## config.mk

```make
export PLATFORM = sky130hd
export DESIGN_NAME = uart_rx
export DESIGN_NICKNAME = d
export VERILOG_FILES = /design/src/rtl/uart_pkg.sv /design/src/rtl/uart_rx_sync.sv /design/src/rtl/uart_rx.sv
export SDC_FILE = /design/constraint.sdc
export NUM_CORES = 1
export LEC_CHECK = 0
export CORE_ASPECT_RATIO = 0.5
export CORE_UTILIZATION = 59
export DETAILED_ROUTE_END_ITERATION = 10
export HOLD_SLACK_MARGIN = 0.03
export PLACE_DENSITY = 0.82
export SLEW_MARGIN = 15
export SYNTH_ARGS = -nofsm -noshare
export SYNTH_HDL_FRONTEND = slang
export SYNTH_SLANG_ARGS = --single-unit
```

## constraint.sdc

```tcl
create_clock -name clk -period 3.83 [get_ports clk]
set_input_delay 0.383 -clock clk [delete_from_list [all_inputs] [get_ports clk]]
set_output_delay 0.383 -clock clk [all_outputs]
set_load 0.1 [all_outputs]
```

## src/rtl/uart_pkg.sv

```systemverilog
// Shared UART definitions: FSM state encoding, parity selectors and the parity helper.
package uart_pkg;

  typedef enum logic [2:0] {
    IDLE   = 3'd0,
    START  = 3'd1,
    DATA   = 3'd2,
    PARITY = 3'd3,
    STOP   = 3'd4
  } uart_state_e;

  localparam logic [1:0] PAR_NONE = 2'b00;
  localparam logic [1:0] PAR_EVEN = 2'b01;
  localparam logic [1:0] PAR_MARK = 2'b10;
  localparam logic [1:0] PAR_ODD  = 2'b11;

  localparam int unsigned DATA_BITS = 8;

  // Parity bit a transmitter would send for this byte and parity type.
  function automatic logic parity_bit(input logic [1:0] ptype, input logic [DATA_BITS-1:0] data);
    logic p;
    case (ptype)
      PAR_EVEN: p = ^data;
      PAR_ODD:  p = ~^data;
      default:  p = 1'b1;
    endcase
    return p;
  endfunction

endpackage

```

## src/rtl/uart_rx_sync.sv

```systemverilog
// Metastability synchronizer for the async rx line plus falling-edge detect on the synced value.
module uart_rx_sync #(
  parameter int unsigned SYNC_STAGES = 2
) (
  input  logic clk,
  input  logic rst_n,
  input  logic rx,
  output logic rx_s,
  output logic rx_fall
);

  logic [SYNC_STAGES-1:0] sync_q, sync_d;
  logic                   prev_q, prev_d;

  always_comb begin
    sync_d = {sync_q[SYNC_STAGES-2:0], rx};
    prev_d = sync_q[SYNC_STAGES-1];
  end

  // Reset to the idle-high line level so reset never looks like a start edge.
  always_ff @(posedge clk or negedge rst_n) begin
    if (!rst_n) begin
      sync_q <= '1;
      prev_q <= 1'b1;
    end else begin
      sync_q <= sync_d;
      prev_q <= prev_d;
    end
  end

  assign rx_s    = sync_q[SYNC_STAGES-1];
  assign rx_fall = prev_q & ~rx_s;

endmodule

```

## src/rtl/uart_rx.sv

```systemverilog
// UART receiver: 8 data bits LSB first, optional parity, one stop bit, mid-bit sampling at clk rate.
module uart_rx
  import uart_pkg::*;
#(
  parameter int unsigned SYNC_STAGES = 2,
  parameter int unsigned DIV_W       = 16
) (
  input  logic             clk,
  input  logic             rst_n,
  input  logic             rx,
  input  logic [DIV_W-1:0] baud_divisor,
  input  logic [1:0]       i_parity_type,
  input  logic             i_fifo_full,
  output logic             o_fifo_wr_en,
  output logic [7:0]       o_rx_data,
  output logic             o_parity_err,
  output logic             o_frame_err,
  output logic             o_overrun_err,
  output logic             o_busy
);

  localparam int unsigned CNT_W = $clog2(DATA_BITS);

  logic rx_s, rx_fall;

  uart_rx_sync #(.SYNC_STAGES(SYNC_STAGES)) u_sync (
    .clk     (clk),
    .rst_n   (rst_n),
    .rx      (rx),
    .rx_s    (rx_s),
    .rx_fall (rx_fall)
  );

  uart_state_e          state_q, state_d;
  logic [DIV_W-1:0]     timer_q, timer_d;
  logic [DIV_W-1:0]     div_q, div_d;
  logic [1:0]           ptype_q, ptype_d;
  logic [CNT_W-1:0]     bit_cnt_q, bit_cnt_d;
  logic [DATA_BITS-1:0] shift_q, shift_d;
  logic                 par_q, par_d;
  logic [7:0]           rx_data_q, rx_data_d;
  logic                 wr_en_q, wr_en_d;
  logic                 perr_q, perr_d;
  logic                 ferr_q, ferr_d;
  logic                 oerr_q, oerr_d;
  logic                 busy_q, busy_d;

  logic [DIV_W-1:0] half_m1_c;
  logic             bit_end_c;

  assign half_m1_c = (div_q >> 1) - DIV_W'(1);
  assign bit_end_c = (timer_q == div_q - DIV_W'(1));

  // Next-state, bit timing and completion outputs.
  always_comb begin
    state_d   = state_q;
    timer_d   = timer_q;
    div_d     = div_q;
    ptype_d   = ptype_q;
    bit_cnt_d = bit_cnt_q;
    shift_d   = shift_q;
    par_d     = par_q;
    rx_data_d = rx_data_q;
    wr_en_d   = 1'b0;
    perr_d    = 1'b0;
    ferr_d    = 1'b0;
    oerr_d    = 1'b0;

    case (state_q)
      IDLE: begin
        timer_d   = '0;
        bit_cnt_d = '0;
        if (rx_fall) begin
          state_d = START;
          div_d   = baud_divisor;
          ptype_d = i_parity_type;
        end
      end
      START: begin
        if (timer_q == half_m1_c) begin
          timer_d = '0;
          state_d = rx_s ? IDLE : DATA;
        end else begin
          timer_d = timer_q + DIV_W'(1);
        end
      end
      DATA: begin
        if (bit_end_c) begin
          timer_d   = '0;
          shift_d   = {rx_s, shift_q[DATA_BITS-1:1]};
          bit_cnt_d = bit_cnt_q + CNT_W'(1);
          if (bit_cnt_q == CNT_W'(DATA_BITS - 1)) begin
            state_d = (ptype_q == PAR_NONE) ? STOP : PARITY;
          end
        end else begin
          timer_d = timer_q + DIV_W'(1);
        end
      end
      PARITY: begin
        if (bit_end_c) begin
          timer_d = '0;
          par_d   = rx_s;
          state_d = STOP;
        end else begin
          timer_d = timer_q + DIV_W'(1);
        end
      end
      STOP: begin
        if (bit_end_c) begin
          // Frame done mid stop bit; back to IDLE so the next start edge is caught.
          timer_d   = '0;
          state_d   = IDLE;
          rx_data_d = shift_q;
          ferr_d    = ~rx_s;
          perr_d    = (ptype_q != PAR_NONE) && (par_q != parity_bit(ptype_q, shift_q));
          if (i_fifo_full) begin
            oerr_d = 1'b1;
          end else begin
            wr_en_d = 1'b1;
          end
        end else begin
          timer_d = timer_q + DIV_W'(1);
        end
      end
      default: begin
        state_d = IDLE;
      end
    endcase

    busy_d = (state_d != IDLE);
  end

  always_ff @(posedge clk or negedge rst_n) begin
    if (!rst_n) begin
      state_q   <= IDLE;
      timer_q   <= '0;
      div_q     <= '0;
      ptype_q   <= PAR_NONE;
      bit_cnt_q <= '0;
      shift_q   <= '0;
      par_q     <= 1'b0;
      rx_data_q <= '0;
      wr_en_q   <= 1'b0;
      perr_q    <= 1'b0;
      ferr_q    <= 1'b0;
      oerr_q    <= 1'b0;
      busy_q    <= 1'b0;
    end else begin
      state_q   <= state_d;
      timer_q   <= timer_d;
      div_q     <= div_d;
      ptype_q   <= ptype_d;
      bit_cnt_q <= bit_cnt_d;
      shift_q   <= shift_d;
      par_q     <= par_d;
      rx_data_q <= rx_data_d;
      wr_en_q   <= wr_en_d;
      perr_q    <= perr_d;
      ferr_q    <= ferr_d;
      oerr_q    <= oerr_d;
      busy_q    <= busy_d;
    end
  end

  assign o_fifo_wr_en  = wr_en_q;
  assign o_rx_data     = rx_data_q;
  assign o_parity_err  = perr_q;
  assign o_frame_err   = ferr_q;
  assign o_overrun_err = oerr_q;
  assign o_busy        = busy_q;

endmodule

```

==> results.sh <==
export IMPL_routedWlPerCell_um=16.97
export IMPL_clock_root_buffer="clkbuf_16"
export IMPL_ys_seq_elements=65
export IMPL_post_dp_hpwl_um=6772
export IMPL_cts_tree="built"
export IMPL_ff2ff_setup_slack_ns=0.23
export IMPL_stdcell_area_mm2=0.004943
export IMPL_hold_path_class="input pin to asynchronous set/reset pin"
export IMPL_vias=3546
export IMPL_finalCritPeriodShare_pct=94.02
export IMPL_layout_cells_non_filler=568
export IMPL_yosys_warnings=0
export IMPL_worst_pin_slew_ns=1.160
export IMPL_synthTopCellsByArea="dfrtp_1 (36%), mux2_2 (7.7%), xnor2_1 (6.6%)"
export IMPL_synth_top_family_by_area="simple AND/OR/NAND/NOR gates"
export IMPL_yosysTopAreaCellShare_pct=36.37
export IMPL_synthArstFlopShare_pct=100.0
export IMPL_drcViolationCount=0
export IMPL_clk_latency_ns=0.33
export IMPL_total_leakage_power_uw=0.001914
export IMPL_ys_top_cells_by_count="dfrtp_1 (62), nand2_1 (41), xnor2_1 (32)"
export IMPL_yosys_area_share_simple_pct=21.18
export IMPL_critPathSlowestCell="or3b_2"
export IMPL_setup_slack_ns=0.2291
export IMPL_antenna_found_initial=0
export IMPL_synth_xor_area_share_pct=8.830
export IMPL_drive_above_1_share_pct=16.81
export IMPL_routed_wl_um=9637
export IMPL_cts_sinks=65
export IMPL_placed_area_mm2=0.004606
export IMPL_synthCells=453
export IMPL_synth_distinct_cells=69
export IMPL_path_class="flop to flop"
export IMPL_nets=498
export IMPL_grt_use_total_pct=27.25
export IMPL_worst_ep_required_time_ns=4.05
export IMPL_pre_cts_ws_ns=0.2597
export IMPL_synth_compound_area_share_pct=16.16
export IMPL_crit_fanout=9
export IMPL_grt_overflow=0
export IMPL_setup_tns_ns=0
export IMPL_die_h_um=62.12
export IMPL_core_rowCount=21
export IMPL_via_per_inst=6.243
export IMPL_wl_met3_um=641
export IMPL_synth_edff_count=0
export IMPL_pin_count=35
export IMPL_start_util_pct=62.44
export IMPL_start_kind="flop"
export IMPL_die_area_mm2=0.007594
export IMPL_slew_headroom_pct=22.51
export IMPL_syn_area_per_cell_um2=9.416
export IMPL_die_width_um=122.2
export IMPL_maxUsedRoutingLayer="met4"
export IMPL_diodes=0
export IMPL_dp_cells=550
export IMPL_cts_clk_slew_worst_paths_ns=0.05
export IMPL_syn_area_mm2=0.004265
export IMPL_cts_made_buffers=9
export IMPL_synthAdderAreaFrac_pct=1.467
export IMPL_wl_met1_um=4583
export IMPL_fillers=491
export IMPL_grt_max_degree=44
export IMPL_run_status="finished, final reports clean"
export IMPL_synth_top_area_cell="dfrtp_1"
export IMPL_drt_first_pass_iters=5
export IMPL_synthMuxAreaShare_pct=9.358
export IMPL_power_density_mw_per_mm2=607.3
export IMPL_finalHoldViolations=0
export IMPL_fin_crit_ns=3.601
export IMPL_portBuffers=34
export IMPL_rsz0062_at_grt="false"
export IMPL_slew_viol_final=0
export IMPL_ys_flop_type="dfrtp_1"
export IMPL_yosysMostFrequentCell="dfrtp_1"
export IMPL_first_global_vias=3301
export IMPL_ant_nets=0
export IMPL_peakVddDrop_uv=296.7
export IMPL_area_growth_pct=15.90
export IMPL_end_kind="flop"
export IMPL_path_cells="inv_1 -> ha_1 -> or3b_2 -> a2111oi_1 -> o21a_1 -> o221ai_2 -> a211oi_4 -> nand2_1 -> nor3_4 -> mux2_2"
export IMPL_drtIter0Drc=277
export IMPL_fin_skew_ns=0.004552
export IMPL_max_stage_delay_ns=0.52
export IMPL_cts_hold_buf=0
export IMPL_htreeDepth=3
export IMPL_grt_pass1_wl_um=16120
export IMPL_synth_seq_area_share_pct=38.22
export IMPL_finalSetupViolations=0
export IMPL_core_area_mm2=0.006832
export IMPL_clock_path_buffers=2
export IMPL_maxCapViolCount=0
export IMPL_syn_nets=480
export IMPL_arrival_ns=3.82
export IMPL_place_congestion=0.8773
export IMPL_fmax_ghz=0.2777
export IMPL_dr_wl_met2_um=4287
-- where the power goes --
group          switching, uW  total (uW)  internal (uW)
combinational            552        1020            469
sequential               321        1130            812
clock                    307         849            542
-- cells in the final DEF, fill, tap and decap left out, drive strengths merged, types with 16 or more instances in the layout --
master,synthesis,routed
o21ai,23,23
inv,15,16
o211ai,16,16
xnor2,32,32
nand2,41,41
nand3,18,18
nor2,24,24
clkdlybuf4s50,0,33
dfrtp,62,62
mux2,31,31
-- kinds of logic (layout without fill, tap and decap cells) --
group / count (synthesis) / after routing
multiplexers: 36 / 36
flip-flops: 65 / 65
adder cells (fa/ha/maj): 5 / 5
AND/OR/NAND/NOR: 162 / 162
XOR/XNOR: 43 / 43
AO/OA/AOI/OAI: 93 / 93
buffers and inverters: 49 / 72
-- metrics by stage --
step / util [%] / total power [uW] / hold WS (ns)
after floorplan: - / 1893 / 0.08741
after global placement: 67.42 / 2089 / 0.3454
after detailed placement: 67.42 / 2122 / 0.3481
after CTS: 72.03 / 2988 / 0.2249
after global routing: 72.36 / 3167 / 0.2786
final: 72.36 / 3002 / 0.1942
-- final cells by class --
class	instances	area, um2	area share (%)
tap	92	115.1	2.329
clock buffer	11	252.7	5.113
multi-input combinational	339	2439	49.33
timing repair buffer	41	387.9	7.846
sequential	65	1630	32.98
clock inverter	5	62.56	1.266
inverter	15	56.30	1.139
-- registers in the layout, indices dropped and copies added, names as in the netlist --
register and count:
o_frame_err 1, u_sync.sync_q 2, o_overrun_err 1, bit_cnt_q 3, timer_q 16, o_fifo_wr_en 1, o_parity_err 1, o_busy 1
ptype_q 2, state_q 3, div_q 16, o_rx_data 8, u_sync.prev_q 1, shift_q 8, par_q 1
-- layer usage --
metal  track usage, %  vias up
met5                0        -
met4            9.604        0
met3            7.537       14
met2            39.40      132
met1            39.03     1713
li1                 -     1687
-- repair_timing --
| action | 4_1_cts | 5_1_grt |
|---|---|---|
| setup buffers | 0 | 2 |
| endpoints found under the setup margin | 0 | 10 |
| gates resized for setup | 0 | 3 |
-- critical path: cells and delay by family, from the launching register on --
family / cells / cell delay, ns
AO/OA/AOI/OAI: 4 / 1.13
adder cells (fa/ha/maj): 1 / 0.27
multiplexers: 1 / 0.39
flip-flops: 1 / 0.47
buffers and inverters: 1 / 0.12
AND/OR/NAND/NOR: 3 / 1.10
-- final timing paths --
path	to	cells after the start	startpoint
worst max-delay path	shift_q[2]	10	div_q[2]
worst min-delay path	o_rx_data[7]	1	rst_n
worst max register to register	shift_q[2]	10	div_q[2]
worst min register to register	u_sync.sync_q[1]	0	u_sync.sync_q[0]
max in group asynchronous	div_q[3]	2	rst_n
min in group clk	u_sync.sync_q[1]	0	u_sync.sync_q[0]
Power figures use the tool's default switching activity.
